[src/rtl/tap_tempo_blinker.sv]
// Tap-tempo blinker: measures the interval between button taps and blinks
// led_out at that period with duty-controlled on-time, phase locked to taps.
// Ports: clk48, rst_n (async, active low), btn_in (raw button), duty;
//   led_out, tap_pulse, period_out, period_valid, timeout.
// Define TAP_AVG_EN to average the last 2**AVG_LOG2 accepted intervals.
module tap_tempo_blinker #(
  parameter int unsigned CNT_W          = 32,
  parameter int unsigned DEBOUNCE_CYC   = 48000,
  parameter int unsigned DEFAULT_PERIOD = 48000000,
  parameter int unsigned MIN_PERIOD     = 4800000,
  parameter int unsigned MAX_PERIOD     = 192000000,
  parameter int unsigned AVG_LOG2       = 2,
  parameter int unsigned DUTY_W         = 8
) (
  input  logic              clk48,
  input  logic              rst_n,
  input  logic              btn_in,
  input  logic [DUTY_W-1:0] duty,
  output logic              led_out,
  output logic              tap_pulse,
  output logic [CNT_W-1:0]  period_out,
  output logic              period_valid,
  output logic              timeout
);

  localparam int unsigned DB_W = $clog2(DEBOUNCE_CYC + 1);
  localparam logic [DB_W-1:0] DB_LAST = DB_W'(DEBOUNCE_CYC - 1);
  localparam logic [CNT_W-1:0] MIN_P = CNT_W'(MIN_PERIOD);
  localparam logic [CNT_W-1:0] MAX_P = CNT_W'(MAX_PERIOD);
  localparam logic [CNT_W-1:0] DEF_P = CNT_W'(DEFAULT_PERIOD);
  localparam int unsigned PW = CNT_W + DUTY_W;

  typedef enum logic {
    IDLE,
    ARMED
  } state_t;

  logic sync1_q, sync2_q;
  logic deb_q, deb_d, deb_prev_q;
  logic tap_q, tap_d;
  logic [DB_W-1:0] deb_cnt_q, deb_cnt_d;
  state_t state_q, state_d;
  logic [CNT_W-1:0] int_cnt_q, int_cnt_d;
  logic acc, meas;
  logic tap_pulse_q, timeout_q, timeout_d;
  logic upd_q, valid_q, valid_d;
  logic [CNT_W-1:0] period_q, period_d;
  logic [CNT_W-1:0] phase_q, phase_d;
  logic [CNT_W-1:0] thr_q, thr_d;
  logic [CNT_W-1:0] new_period;
  logic led_q, led_d;

  // Debounce: flip only after DEBOUNCE_CYC consecutive differing samples
  always_comb begin
    deb_d = deb_q;
    deb_cnt_d = '0;
    if (sync2_q != deb_q) begin
      if (deb_cnt_q == DB_LAST) begin
        deb_d = ~deb_q;
      end else begin
        deb_cnt_d = deb_cnt_q + 1'b1;
      end
    end
    tap_d = deb_q & ~deb_prev_q;
  end

  always_comb begin
    state_d = state_q;
    int_cnt_d = int_cnt_q;
    acc = 1'b0;
    meas = 1'b0;
    timeout_d = 1'b0;
    unique case (state_q)
      IDLE: begin
        int_cnt_d = '0;
        if (tap_q) begin
          state_d = ARMED;
          int_cnt_d = CNT_W'(1);
          acc = 1'b1;
        end
      end
      ARMED: begin
        // A tap landing on the MAX_PERIOD cycle beats the timeout
        if (tap_q && int_cnt_q >= MIN_P) begin
          acc = 1'b1;
          meas = 1'b1;
          int_cnt_d = CNT_W'(1);
        end else if (int_cnt_q >= MAX_P) begin
          timeout_d = 1'b1;
          state_d = IDLE;
          int_cnt_d = '0;
        end else begin
          int_cnt_d = int_cnt_q + 1'b1;
        end
      end
      default: state_d = IDLE;
    endcase
  end

`ifdef TAP_AVG_EN
  localparam int unsigned WIN = 1 << AVG_LOG2;
  localparam int unsigned SW = CNT_W + AVG_LOG2;

  logic [WIN-1:0][CNT_W-1:0] win_q, win_d;
  logic [SW-1:0] sum_q, sum_d;
  logic [AVG_LOG2-1:0] ptr_q, ptr_d;
  logic fill_q, fill_d;

  // First interval after reset/timeout seeds the whole window
  always_comb begin
    win_d = win_q;
    sum_d = sum_q;
    ptr_d = ptr_q;
    fill_d = fill_q;
    if (meas) begin
      if (fill_q) begin
        for (int i = 0; i < WIN; i++) win_d[i] = int_cnt_q;
        sum_d = SW'(int_cnt_q) << AVG_LOG2;
        ptr_d = '0;
        fill_d = 1'b0;
      end else begin
        win_d[ptr_q] = int_cnt_q;
        sum_d = sum_q - SW'(win_q[ptr_q]) + SW'(int_cnt_q);
        ptr_d = ptr_q + 1'b1;
      end
    end else if (timeout_d) begin
      fill_d = 1'b1;
    end
  end

  always_ff @(posedge clk48 or negedge rst_n) begin
    if (!rst_n) begin
      win_q <= '0;
      sum_q <= '0;
      ptr_q <= '0;
      fill_q <= 1'b1;
    end else begin
      win_q <= win_d;
      sum_q <= sum_d;
      ptr_q <= ptr_d;
      fill_q <= fill_d;
    end
  end

  assign new_period = CNT_W'(sum_q >> AVG_LOG2);
`else
  logic [CNT_W-1:0] lat_q, lat_d;

  always_comb begin
    lat_d = meas ? int_cnt_q : lat_q;
  end

  always_ff @(posedge clk48 or negedge rst_n) begin
    if (!rst_n) lat_q <= '0;
    else lat_q <= lat_d;
  end

  assign new_period = lat_q;
`endif

  always_comb begin
    period_d = upd_q ? new_period : period_q;
    valid_d = valid_q | upd_q;
    if (acc || period_d != period_q || phase_q >= period_q - 1'b1) begin
      phase_d = '0;
    end else begin
      phase_d = phase_q + 1'b1;
    end
    thr_d = CNT_W'((PW'(period_q) * PW'(duty)) >> DUTY_W);
    led_d = phase_q < thr_q;
  end

  always_ff @(posedge clk48 or negedge rst_n) begin
    if (!rst_n) begin
      sync1_q <= 1'b0;
      sync2_q <= 1'b0;
      deb_q <= 1'b0;
      deb_prev_q <= 1'b0;
      deb_cnt_q <= '0;
      tap_q <= 1'b0;
      state_q <= IDLE;
      int_cnt_q <= '0;
      tap_pulse_q <= 1'b0;
      timeout_q <= 1'b0;
      upd_q <= 1'b0;
      valid_q <= 1'b0;
      period_q <= DEF_P;
      phase_q <= '0;
      thr_q <= '0;
      led_q <= 1'b0;
    end else begin
      sync1_q <= btn_in;
      sync2_q <= sync1_q;
      deb_q <= deb_d;
      deb_prev_q <= deb_q;
      deb_cnt_q <= deb_cnt_d;
      tap_q <= tap_d;
      state_q <= state_d;
      int_cnt_q <= int_cnt_d;
      tap_pulse_q <= acc;
      timeout_q <= timeout_d;
      upd_q <= meas;
      valid_q <= valid_d;
      period_q <= period_d;
      phase_q <= phase_d;
      thr_q <= thr_d;
      led_q <= led_d;
    end
  end

  assign led_out = led_q;
  assign tap_pulse = tap_pulse_q;
  assign period_out = period_q;
  assign period_valid = valid_q;
  assign timeout = timeout_q;

endmodule

[config.mk]
export PLATFORM = sky130hd
export DESIGN_NAME = tap_tempo_blinker
export DESIGN_NICKNAME = d
export VERILOG_FILES = /design/src/rtl/tap_tempo_blinker.sv
export SDC_FILE = /design/constraint.sdc
export NUM_CORES = 1
export LEC_CHECK = 0
export BUFFER_PORTS_ARGS = -buffer_cell sky130_fd_sc_hd__buf_2
export CORE_MARGIN = 2
export CORE_UTILIZATION = 67
export CTS_BUF_LIST = sky130_fd_sc_hd__clkbuf_16
export CTS_CLUSTER_SIZE = 10
export DETAILED_ROUTE_END_ITERATION = 12
export MAX_ROUTING_LAYER = met4
export PLACE_DENSITY = 0.82
export SYNTH_ARGS = -nofsm -noshare
export SYNTH_HDL_FRONTEND = slang
export SYNTH_SLANG_ARGS = --single-unit
[constraint.sdc]
create_clock -name clk48 -period 14.7 [get_ports clk48]
set_input_delay 1.47 -clock clk48 [delete_from_list [all_inputs] [get_ports clk48]]
set_output_delay 1.47 -clock clk48 [all_outputs]
set_load 0.05 [all_outputs]
==> reports/results.ini <==
[run_status]
outcome=finished, final reports clean

[routing]
viasPerCell=5.92
drtPass1Iterations=5
dr.first_iter.drc_count=921
drtAntennaViolNets=0
wirelength_mm=41.9
vias=13100
wire_per_inst_um=18.9
drc=0

[pwr]
net-switching-power_mw=0.278
power.total_mw=1.03
power-per-cell-area_nw_per_um2=54.9
leakage_nw=9.69
pwr-share-comb_pct=2.6
switching_share_pct=27.0
p_seq_share_pct=50.2
intPower_mw=0.752
clockPowerShare_pct=47.3
ir_drop_uv=57.7

[floorplan]
fp-row-count=59
start_util_pct=68.2
dieArea_um2=27900
die_w_um=167
core-area_um2=26100
ios=47
die_h_um=167

[sta]
period_needed_ps=6590
fin_worst_skew_ps=22.3
fin_crit_sh_pct=44.8
setup_viol=0
tns_ps=0
relSlewSlack_pct=26.0
rsz0062_at_grt=false
drv_slew=0
worst_pin_slew_ps=1110
max_freq_mhz=152
hold_viol_final=0

[clock_network]
htreeDepth=4
clkLatencyLatePin_ps=460
path_clk_slew_ps=90
clock_path_buffers=2
cts_setup_buffers=0
cts_sinks=187
cts_resized=0
ctsRootBufferMaster=clkbuf_16
cts_tree=done
hold_buffers=0
cts_made_buffers=17

[worst_setup_path]
worstSetupStartpoint=duty[6]
path_class=input pin to flop
startpoint_type=input pin
endpoint_kind=flop
max_stage_delay_ps=640
required_ps=15070
r2r_setup_slack_ps=8900
cp_max_fo=32
crit_slowest_cell=o21ai_0
cpMostUsedCell=fa_1
path_cells=buf_2, and2_1, fa_1, fa_1, fa_1, inv_1, fa_1, inv_1, ha_1, a21oi_1, nor2_1, a211oi_1, or3b_2, o21ai_0, o211ai_1, a21oi_1, xnor2_1
r2r-start=period_out[12]
critPathArrivalTime_ps=6960

[yosys]
yosysTopAreaCell=dfrtp_1
synth_area_um2=17800
avgSynthCellArea_um2=9.46
syn_inst=1879
async_flop_share_pct=100
synth_area_leaders=dfrtp_1, fa_1, ha_1
synth_edf_count=0
seq_area_frac_synth_pct=26.4
ys.flop_type=dfrtp_1
netlist.area_leader.share_pct=24.9
yosys_warnings=0
ys_types=72
yosys_register_bits=187

[place]
io_buffers=46
placed_area_um2=18100
hpwl_mm=30.8
gp_congestion=0.917
dp_cells=2185

[global_routing]
grt_usage_pct=32.8
grt_max_degree=117
overflow=0
grt_pass1_wl_mm=70.6
antenna_found_initial=1
grt_pass1_vias=13900

[layout]
nFillCells=1897
drive_gt1_share_pct=10.7
nets=2184
fin_util_pct=72.0
fin_area_um2=18800
instances_no_fill=2218
syn_to_final_growth_pct=5.52

[min_path]
worstHoldStart=sync1_q
hp-class=flop to flop

[run]
cap_viol_max_count=0

-- critical path: cells and delay by family --
family / cells / cell delay [ps]
AO/OA/AOI/OAI: 5 / 1540
AND/OR/NAND/NOR: 3 / 760
XOR/XNOR: 1 / 150
buffers and inverters: 3 / 600
adder cells (fa/ha/maj): 5 / 2410
-- cells by family (layout without fill, tap and decap cells) --
group,count (synthesis),after routing,share of synthesized area (%)
other,1,5,0.0211
multiplexers,52,52,3.29
AND/OR/NAND/NOR,669,669,19.7
AO/OA/AOI/OAI,180,180,6.82
XOR/XNOR,154,154,7.59
adder cells (fa/ha/maj),304,304,29.0
buffers and inverters,332,332,7.24
flip-flops,187,187,26.4
-- layout make-up --
class	count	area, um2	share of cell area, %
Antenna cell	1	2.50	0.0133
Inverter	249	935	4.98
Sequential cell	187	4690	25.0
Tap cell	335	419	2.23
Clock buffer	17	425	2.27
Multi-Input combinational cell	1363	11800	63.0
Clock inverter	15	186	0.994
Timing Repair Buffer	51	277	1.47
-- cells in the mapped netlist, types with 3 or more instances --
cell,number
a41oi_1,3
nor3_1,23
clkbuf_1,73
a221oi_1,3
or2_2,6
o21bai_1,5
and3_1,11
fa_1,179
mux2_2,45
buf_6,4
ha_1,125
a21oi_1,40
nand2b_1,7
and4_1,5
nand2_2,20
and2_1,190
inv_1,248
xnor2_1,100
xor2_1,54
o221ai_1,3
a211oi_1,4
nor2b_1,6
o21a_1,10
mux2_1,7
nand2_1,163
or3_1,3
or4_1,6
dfrtp_1,177
buf_2,5
dfstp_2,10
a31oi_1,7
nor2_1,108
a21o_1,35
nand4_1,29
nor4_1,15
o21ai_0,38
nor2_2,20
nand3_1,43
o22ai_1,4
-- layout by cell type, fill, tap and decap left out, drive strengths merged, types with 43 or more instances in the layout --
master / count
and2: 190
dfrtp: 177
xnor2: 100
nand2: 183
buf: 50
nor2: 128
fa: 179
mux2: 52
inv: 257
nand3: 43
xor2: 54
ha: 125
-- power groups by stage --
stage | Clock (mW) | Combinational, mW | Sequential, mW
4_1_cts | 0.491 | 0.0265 | 0.517
5_1_grt | 0.514 | 0.0289 | 0.517
2_1_floorplan | 0 | 0.00885 | 0.527
3_3_place_gp | 0 | 0.0259 | 0.527
3_5_place_dp | 0 | 0.0265 | 0.527
6_report | 0.487 | 0.0263 | 0.517
-- layer usage --
| metal | track usage [%] | up-vias | routed length [um] |
|---|---|---|---|
| met5 | - | - | 0 |
| met4 | 14.5 | 0 | 1840 |
| met3 | 5.66 | 127 | 2600 |
| met2 | 52.9 | 466 | 20200 |
| met1 | 41.0 | 6568 | 17300 |
| li1 | - | 5967 | - |
-- path summary, 6_finish.rpt --
path,cells past startpoint,to
max in group asynchronous,2,thr_q[13]
min in group asynchronous,1,int_cnt_q[2]
worst max-delay path,17,thr_q[22]
worst max register to register,16,thr_q[22]
worst min register to register,0,sync2_q
worst min-delay path,0,sync2_q
-- metrics by stage --
step	setup slack, ps	hold slack, ps
floorplan	8630	331
global placement	7890	349
detailed placement	7750	349
CTS	8190	369
global route	7820	381
finish	8110	366
-- state kept, by name, summed over array words and instances, names as in the netlist, 16 cells and up --
name and count:
period_out 32, thr_q 32, lat_q 32, deb_cnt_q 16
int_cnt_q 32, phase_q 32
No activity file was read; power rests on OpenSTA's default activity.
